[config.mk]
export PLATFORM = sky130hd
export DESIGN_NAME = alu_seq_flat
export DESIGN_NICKNAME = d
export VERILOG_FILES = /design/src/rtl/alu_seq_if.sv /design/src/rtl/alu_seq.sv /design/src/flat_wrapper.sv
export SDC_FILE = /design/constraint.sdc
export NUM_CORES = 1
export LEC_CHECK = 0
export CORE_ASPECT_RATIO = 1.5
export CORE_UTILIZATION = 55
export DETAILED_ROUTE_END_ITERATION = 10
export PLACE_DENSITY_LB_ADDON = 0.25
export SLEW_MARGIN = 20
export SYNTH_ARGS = -nofsm -noshare
export SYNTH_HDL_FRONTEND = slang
export SYNTH_SLANG_ARGS = --single-unit
[constraint.sdc]
create_clock -name clk -period 4.1 [get_ports clk]
set_input_delay 0.41 -clock clk [delete_from_list [all_inputs] [get_ports clk]]
set_output_delay 0.41 -clock clk [all_outputs]
set_load 0.05 [all_outputs]
[src/rtl/alu_seq_if.sv]
// Handshaked operand/result channel of alu_seq. The master drives operations
// and consumes results; the slave (the ALU) returns results with flags.
interface alu_seq_if #(
    parameter int WIDTH = 16,
    parameter int SEL_W = 3
);
  logic             in_valid;
  logic             in_ready;
  logic [WIDTH-1:0] A;
  logic [WIDTH-1:0] B;
  logic [SEL_W-1:0] ALU_Sel;
  logic             out_valid;
  logic             out_ready;
  logic [WIDTH-1:0] ALU_Out;
  logic             flag_z;
  logic             flag_n;
  logic             flag_c;
  logic             flag_v;

  modport master (
    output in_valid, A, B, ALU_Sel, out_ready,
    input  in_ready, out_valid, ALU_Out, flag_z, flag_n, flag_c, flag_v
  );

  modport slave (
    input  in_valid, A, B, ALU_Sel, out_ready,
    output in_ready, out_valid, ALU_Out, flag_z, flag_n, flag_c, flag_v
  );
endinterface

[src/rtl/alu_seq.sv]
// Registered, handshaked ALU: one op per transfer, result held until consumed.
// Define ALU_SEQ_MUL_EN for the iterative shift-add multiply on opcode 111.
module alu_seq #(
    parameter int WIDTH = 16,
    parameter int SEL_W = 3
) (
    input logic   clk,
    input logic   rst,
    alu_seq_if.slave bus
);
  localparam int MSB = WIDTH - 1;
  localparam logic [SEL_W-1:0] OP_PASS = SEL_W'(0);
  localparam logic [SEL_W-1:0] OP_ADD  = SEL_W'(1);
  localparam logic [SEL_W-1:0] OP_SUB  = SEL_W'(2);
  localparam logic [SEL_W-1:0] OP_CLR  = SEL_W'(3);
  localparam logic [SEL_W-1:0] OP_AND  = SEL_W'(4);
  localparam logic [SEL_W-1:0] OP_OR   = SEL_W'(5);
  localparam logic [SEL_W-1:0] OP_XOR  = SEL_W'(6);
  localparam logic [SEL_W-1:0] OP_MUL  = SEL_W'(7);

`ifdef ALU_SEQ_MUL_EN
  typedef enum logic [1:0] {IDLE = 2'd0, BUSY = 2'd1, DONE = 2'd2} state_t;
  localparam int CNT_W = $clog2(WIDTH + 1);
  logic [2*WIDTH-1:0] acc_reg, acc_next;
  logic [2*WIDTH-1:0] a_shift_reg, a_shift_next;
  logic [WIDTH-1:0]   b_shift_reg, b_shift_next;
  logic [CNT_W-1:0]   cnt_reg, cnt_next;
`else
  typedef enum logic [1:0] {IDLE = 2'd0, DONE = 2'd2} state_t;
`endif

  state_t           state_reg, state_next;
  logic [WIDTH-1:0] out_reg, out_next;
  logic [3:0]       flags_reg, flags_next;  // {c, v, z, n}

  logic [WIDTH:0]   sum_ext, diff_ext;
  logic [WIDTH-1:0] and_bits, or_bits, xor_bits;
  logic [WIDTH-1:0] alu_res;
  logic             alu_c, alu_v;

  assign sum_ext  = {1'b0, bus.A} + {1'b0, bus.B};
  assign diff_ext = {1'b0, bus.A} - {1'b0, bus.B};

  genvar gi;
  generate
    for (gi = 0; gi < WIDTH; gi++) begin : g_logic
      assign and_bits[gi] = bus.A[gi] & bus.B[gi];
      assign or_bits[gi]  = bus.A[gi] | bus.B[gi];
      assign xor_bits[gi] = bus.A[gi] ^ bus.B[gi];
    end
  endgenerate

  // Single-cycle result; opcode 111 falls through to pass A when multiply is absent.
  always_comb begin
    alu_res = bus.A;
    alu_c   = 1'b0;
    alu_v   = 1'b0;
    case (bus.ALU_Sel)
      OP_PASS: alu_res = bus.A;
      OP_ADD: begin
        alu_res = sum_ext[MSB:0];
        alu_c   = sum_ext[WIDTH];
        alu_v   = (bus.A[MSB] == bus.B[MSB]) && (sum_ext[MSB] != bus.A[MSB]);
      end
      OP_SUB: begin
        alu_res = diff_ext[MSB:0];
        alu_c   = diff_ext[WIDTH];
        alu_v   = (bus.A[MSB] != bus.B[MSB]) && (diff_ext[MSB] != bus.A[MSB]);
      end
      OP_CLR:  alu_res = '0;
      OP_AND:  alu_res = and_bits;
      OP_OR:   alu_res = or_bits;
      OP_XOR:  alu_res = xor_bits;
      OP_MUL:  alu_res = bus.A;
      default: alu_res = bus.A;
    endcase
  end

  always_comb begin
    state_next = state_reg;
    out_next   = out_reg;
    flags_next = flags_reg;
`ifdef ALU_SEQ_MUL_EN
    acc_next     = acc_reg;
    a_shift_next = a_shift_reg;
    b_shift_next = b_shift_reg;
    cnt_next     = cnt_reg;
`endif
    case (state_reg)
      IDLE: begin
        if (bus.in_valid) begin
          out_next   = alu_res;
          flags_next = {alu_c, alu_v, (alu_res == '0), alu_res[MSB]};
          state_next = DONE;
`ifdef ALU_SEQ_MUL_EN
          if (bus.ALU_Sel == OP_MUL) begin
            out_next     = out_reg;
            flags_next   = flags_reg;
            acc_next     = '0;
            a_shift_next = {{WIDTH{1'b0}}, bus.A};
            b_shift_next = bus.B;
            cnt_next     = '0;
            state_next   = BUSY;
          end
`endif
        end
      end
`ifdef ALU_SEQ_MUL_EN
      BUSY: begin
        // All WIDTH iterations always run, then one extra cycle to publish.
        if (cnt_reg == CNT_W'(WIDTH)) begin
          out_next   = acc_reg[MSB:0];
          flags_next = {(acc_reg[2*WIDTH-1:WIDTH] != '0), 1'b0,
                        (acc_reg[MSB:0] == '0), acc_reg[MSB]};
          state_next = DONE;
        end else begin
          acc_next     = acc_reg + (b_shift_reg[0] ? a_shift_reg : '0);
          a_shift_next = a_shift_reg << 1;
          b_shift_next = b_shift_reg >> 1;
          cnt_next     = cnt_reg + 1'b1;
        end
      end
`endif
      DONE: begin
        if (bus.out_ready) state_next = IDLE;
      end
      default: state_next = IDLE;
    endcase
  end

  always_ff @(posedge clk) begin
    if (rst) begin
      state_reg <= IDLE;
      out_reg   <= '0;
      flags_reg <= '0;
`ifdef ALU_SEQ_MUL_EN
      acc_reg     <= '0;
      a_shift_reg <= '0;
      b_shift_reg <= '0;
      cnt_reg     <= '0;
`endif
    end else begin
      state_reg <= state_next;
      out_reg   <= out_next;
      flags_reg <= flags_next;
`ifdef ALU_SEQ_MUL_EN
      acc_reg     <= acc_next;
      a_shift_reg <= a_shift_next;
      b_shift_reg <= b_shift_next;
      cnt_reg     <= cnt_next;
`endif
    end
  end

  assign bus.in_ready  = (state_reg == IDLE);
  assign bus.out_valid = (state_reg == DONE);
  assign bus.ALU_Out   = out_reg;
  assign bus.flag_c    = flags_reg[3];
  assign bus.flag_v    = flags_reg[2];
  assign bus.flag_z    = flags_reg[1];
  assign bus.flag_n    = flags_reg[0];
endmodule

[src/flat_wrapper.sv]
// flat-port wrapper written by rule: the top's interface ports become plain ports
module alu_seq_flat 
#(
    parameter int WIDTH = 16,
    parameter int SEL_W = 3
)
  (clk, rst, bus_in_valid, bus_A, bus_B, bus_ALU_Sel, bus_out_ready, bus_in_ready, bus_out_valid, bus_ALU_Out, bus_flag_z, bus_flag_n, bus_flag_c, bus_flag_v);
  alu_seq_if #(.WIDTH(WIDTH), .SEL_W(SEL_W)) bus_i ();
  input logic clk;
  input logic rst;
  input wire logic [$bits(bus_i.in_valid)-1:0] bus_in_valid;
  input wire logic [$bits(bus_i.A)-1:0] bus_A;
  input wire logic [$bits(bus_i.B)-1:0] bus_B;
  input wire logic [$bits(bus_i.ALU_Sel)-1:0] bus_ALU_Sel;
  input wire logic [$bits(bus_i.out_ready)-1:0] bus_out_ready;
  output wire logic [$bits(bus_i.in_ready)-1:0] bus_in_ready;
  output wire logic [$bits(bus_i.out_valid)-1:0] bus_out_valid;
  output wire logic [$bits(bus_i.ALU_Out)-1:0] bus_ALU_Out;
  output wire logic [$bits(bus_i.flag_z)-1:0] bus_flag_z;
  output wire logic [$bits(bus_i.flag_n)-1:0] bus_flag_n;
  output wire logic [$bits(bus_i.flag_c)-1:0] bus_flag_c;
  output wire logic [$bits(bus_i.flag_v)-1:0] bus_flag_v;
  assign bus_i.in_valid = bus_in_valid;
  assign bus_i.A = bus_A;
  assign bus_i.B = bus_B;
  assign bus_i.ALU_Sel = bus_ALU_Sel;
  assign bus_i.out_ready = bus_out_ready;
  assign bus_in_ready = bus_i.in_ready;
  assign bus_out_valid = bus_i.out_valid;
  assign bus_ALU_Out = bus_i.ALU_Out;
  assign bus_flag_z = bus_i.flag_z;
  assign bus_flag_n = bus_i.flag_n;
  assign bus_flag_c = bus_i.flag_c;
  assign bus_flag_v = bus_i.flag_v;
  alu_seq #(.WIDTH(WIDTH), .SEL_W(SEL_W)) u_core (.clk(clk), .rst(rst), .bus(bus_i));
endmodule
Yosys cells after proc, flatten, opt, wreduce, memory -nomap -nowiden

Cells that the tools add are included.
Widths: inputs -> output; s select.

Register bits: 22
Output and inout port bits: 22
Logic and storage cells: 81

Add/sub/neg operators: 2
Equal/unequal tests: 14
Mux-type cells: 6
Bitwise operators: 48
Reductions and logical operators: 8

Operators by type and width:

| operator           | number |
|---|---|
| $pmux 16 s7        | 1 |
| $add 16x16->17     | 1 |
| $sub 16x16->17     | 1 |
| $and 1x1->1        | 16 |
| $logic_not 16->1   | 1 |
| $or 1x1->1         | 16 |
| $xor 1x1->1        | 16 |
| $eq 3x3->1 const B | 4 |
| $eq 3x2->1 const B | 2 |
| $mux 2             | 2 |
| $ne 2x2->1 const B | 2 |
| $pmux 1 s2         | 2 |
| $pmux 2 s2         | 1 |
| $reduce_and 2->1   | 2 |
| $eq 3x1->1 const B | 1 |
| $logic_not 3->1    | 1 |
| $ne 1x1->1         | 3 |
| $eq 2x2->1 const B | 1 |
| $logic_and 1x1->1  | 2 |
| $logic_not 2->1    | 1 |
| $reduce_or 2->1    | 1 |
| $eq 1x1->1         | 1 |

Longest topological paths before layout

Word-level depth: 4
Mapped depth: 13
Gate-level depth less buffers: 13

Least setup slack after synthesis

No wires, ideal clock.

Path kind: input to register
From: input port bus_B[0]
To: register u_core.flags_reg[1]
Setup time: 0.069 ns
Data arrival time: 3.184 ns
Data required time: 4.031 ns
Path slack: 0.847 ns
Cell stages on the path: 11
Cells stage by stage: ha_1 fa_1 a21o_1 a2111o_1 o21ai_2 o21ai_2 a221o_1 a222oi_1 o211ai_1 or4_1 o21ai_1

Cells in the longest elaborated chain, start to end: 3

RTL lines:

| what                                         | RTL line           | source |
|---|---|---|
| start: declaration                           | flat_wrapper.sv:13 | `input wire logic [$bits(bus_i.B)-1:0] bus_B;` |
| $sub 16x16->17, or another cell as far along | alu_seq.sv:42      | `assign diff_ext = {1'b0, bus.A} - {1'b0, bus.B};` |
| $pmux 16 s7 (*)                              | alu_seq.sv:58      | `case (bus.ALU_Sel)` |
| $logic_not 16->1 (*)                         | alu_seq.sv:93      | `flags_next = {alu_c, alu_v, (alu_res == '0), alu_res[MSB]};` |
| end signal: assignment                       | alu_seq.sv:145     | `flags_reg <= flags_next;` |
| end: declaration                             | alu_seq.sv:34      | `logic [3:0] flags_reg, flags_next;` |

Mark *: on every way between the ends. The rest lies on a longest branch, timed or not.
A chain may end at the register's enable or synchronous reset.

Final worst setup path

Ends and elaborated chain as after synthesis.

==> flow_metrics.tcl <==
set metrics [dict create \
    status "complete, no violations" \
    hp-class "reg2reg" \
    synth_top_area_cell "ha_1" \
    ys_warn_count 0 \
    cts_setup_buffers 0 \
    drc 0 \
    ys_seq_area_share_pct 11.2 \
    timing.final.crit_share_pct 93.7 \
    initial_core_util_pct 57.7 \
    fin_ws_ns 0.257 \
    cts_root_buf "clkbuf_8" \
    fin_skew_ns 0.00330 \
    syn-num-nets 573 \
    pin_count 61 \
    grt.overflow.total 0 \
    cp_max_fo 3 \
    die_x_microns 68.0 \
    avgRoutedWirePerCell_microns 18.9 \
    drive_gt1_share_pct 10.1 \
    ant_nets 0 \
    drv_cap 0 \
    grt_pass1_vias 3995 \
    area_growth_pct 23.3 \
    cpMostUsedCell "o21ai_2" \
    cts_tree "done" \
    rows 35 \
    setup_viol 0 \
    dieArea_sq_um 6860 \
    h-tree-depth 1 \
    clk_pin_slew_ns 0.08 \
    cts_buffers 3 \
    ys_async_sr_fraction_pct 0 \
    arrival_ns 4.04 \
    required_ns 4.29 \
    crit_family "compound AO/OA/AOI/OAI gates" \
    first_pass_iters 6 \
    io_buffer_count 60 \
    tns_ns 0 \
    hold_ws_ns 0.476 \
    grt_usage_pct 36.0 \
    nNetsFinal 635 \
    grt_antenna_before_repair 0 \
    grt_pass1_wl_mm 18.9 \
    critPathBufInv 1 \
    cp_cell_sequence "clkdlybuf4s50_1, ha_1, fa_1, a21o_1, a2111o_1, o21ai_2, o21ai_2, a221o_1, a222oi_1, o211ai_1, or4_1, o21ai_1" \
    diodes 0 \
    netlist_top_cells_area "ha_1, dfxtp_1, mux4_2" \
    cts-resized-gates 0 \
    design.core.area_sq_um 6220 \
    synth_edf_count 0 \
    gp_congestion 0.968 \
    avgSynthCellArea_sq_um 7.43 \
    nFillCells 559 \
    vias 4068 \
    hold_viol_final 0 \
    peakVddDrop_v 0.000103 \
    crit_type "in2reg" \
    ys_ff_latch 20 \
    power_density_nw_per_um2 231 \
    cpMaxStageDelayCell "clkdlybuf4s50_1" \
    die_h_microns 101 \
    place_ws_ns 0.0868 \
    rsz0062_at_grt "no" \
    synth_flop_cell "dfxtp_1" \
    final_common_cell "clkdlybuf4s50_1" \
    final_cell_mix "clkdlybuf4s50_1, inv_1, ha_1" \
    synth.distinct_cells 70 \
    max_stage_delay_ns 0.47 \
    clkSinkCount 20 \
    start_kind "input pin" \
    largest_reg_flops 15 \
    syn_area_sq_um 3590 \
    cellLeakagePower_uw 0.00195 \
    cp-end-kind "flip-flop" \
    synthDominantCellAreaShare_pct 17.1 \
    insertion_delay_ns 0.26 \
    vias_per_cell 6.58 \
    place_area_sq_um 4350 \
    syn_inst 483 \
    fmax_ghz 0.260 \
    dp_hpwl_mm 9.18 \
    worstMarginPinSlew_ns 0.756 \
    slew_viol_final 0 \
    period_needed_ns 3.84 \
    grt_max_degree 23 \
    maxSlewHeadroom_pct 49.1 \
    routed_wl_mm 11.7 \
    ctsHoldBuffers 0 \
    fin_area_sq_um 4420 \
    cts_buffer_depth 2 \
    drt-initial-drc-count 310 \
]
-- power breakdown --
group / switching, uW / internal [uW]
registers: 8.77 / 211
clock network: 65.2 / 130
logic: 358 / 246
total: 432 / 587
-- synth_stat cells (6+ instances only) --
| cell type | instances |
|---|---|
| inv_1 | 57 |
| ha_1 | 49 |
| nor2_1 | 47 |
| a21oi_1 | 33 |
| nand2_1 | 24 |
| clkbuf_1 | 22 |
| o21ai_0 | 21 |
| dfxtp_1 | 20 |
| nor3_1 | 14 |
| a211oi_1 | 13 |
| a22oi_1 | 10 |
| mux4_2 | 10 |
| o31ai_1 | 9 |
| and2_1 | 8 |
| nor2b_1 | 8 |
| o211ai_1 | 8 |
| buf_2 | 7 |
| a31oi_1 | 6 |
-- area by class of cell --
| cell class | count | area [sq um] | area share [%] |
|---|---|---|---|
| repair buffers | 89 | 818 | 18.5 |
| inverters | 59 | 221 | 5.01 |
| flip-flops and latches | 20 | 400 | 9.05 |
| clock buffers | 3 | 41.3 | 0.934 |
| multi-input cells | 372 | 2820 | 63.7 |
| well taps | 74 | 92.6 | 2.09 |
| clock inverters | 1 | 30.0 | 0.679 |
-- final timing paths --
check	startpoint	to	slack (ns)	cells past startpoint
worst min register to register	u_core.bus.ALU_Out[14]	u_core.bus.ALU_Out[14]	0.48	2
worst min-delay path	u_core.bus.ALU_Out[14]	u_core.bus.ALU_Out[14]	0.48	2
worst max register to register	u_core.state_reg[1]	u_core.flags_reg[1]	1.81	8
worst max-delay path	bus_B[0]	u_core.flags_reg[1]	0.26	12
-- through the flow --
stage	power (uW)	cells	utilization (%)
floorplan	611	483	-
global placement	798	614	70.0
detailed placement	811	614	70.0
CTS	1010	618	71.1
global route	1080	618	71.1
finish	1020	618	71.1
-- kinds of logic after synthesis --
kind of cell | after synthesis | share of synthesized area [%]
adders and majority gates | 51 | 18.2
AOI/OAI and AO/OA | 169 | 33.6
muxes | 14 | 7.39
and+or+nand+nor | 134 | 18.3
buffers and inverters | 91 | 10.3
DFF | 20 | 11.2
xor gates and xnor gates | 4 | 0.976
-- layer usage --
layer  part of all wire [%]  vias up  GRT usage [%]
met5                      0        -              0
met4                    6.0        0           22.8
met3                    7.3       61           3.62
met2                     50      233           61.5
met1                     37     1880           41.1
li1                       -     1894              -
-- worst min-delay path, delay by kind of cell, from the launching register on --
| family | cells | cell delay, ns |
|---|---|---|
| flops | 1 | 0.31 |
| simple gates | 1 | 0.06 |
| compound gates | 1 | 0.06 |
No activity file was read; power rests on OpenSTA's default activity.
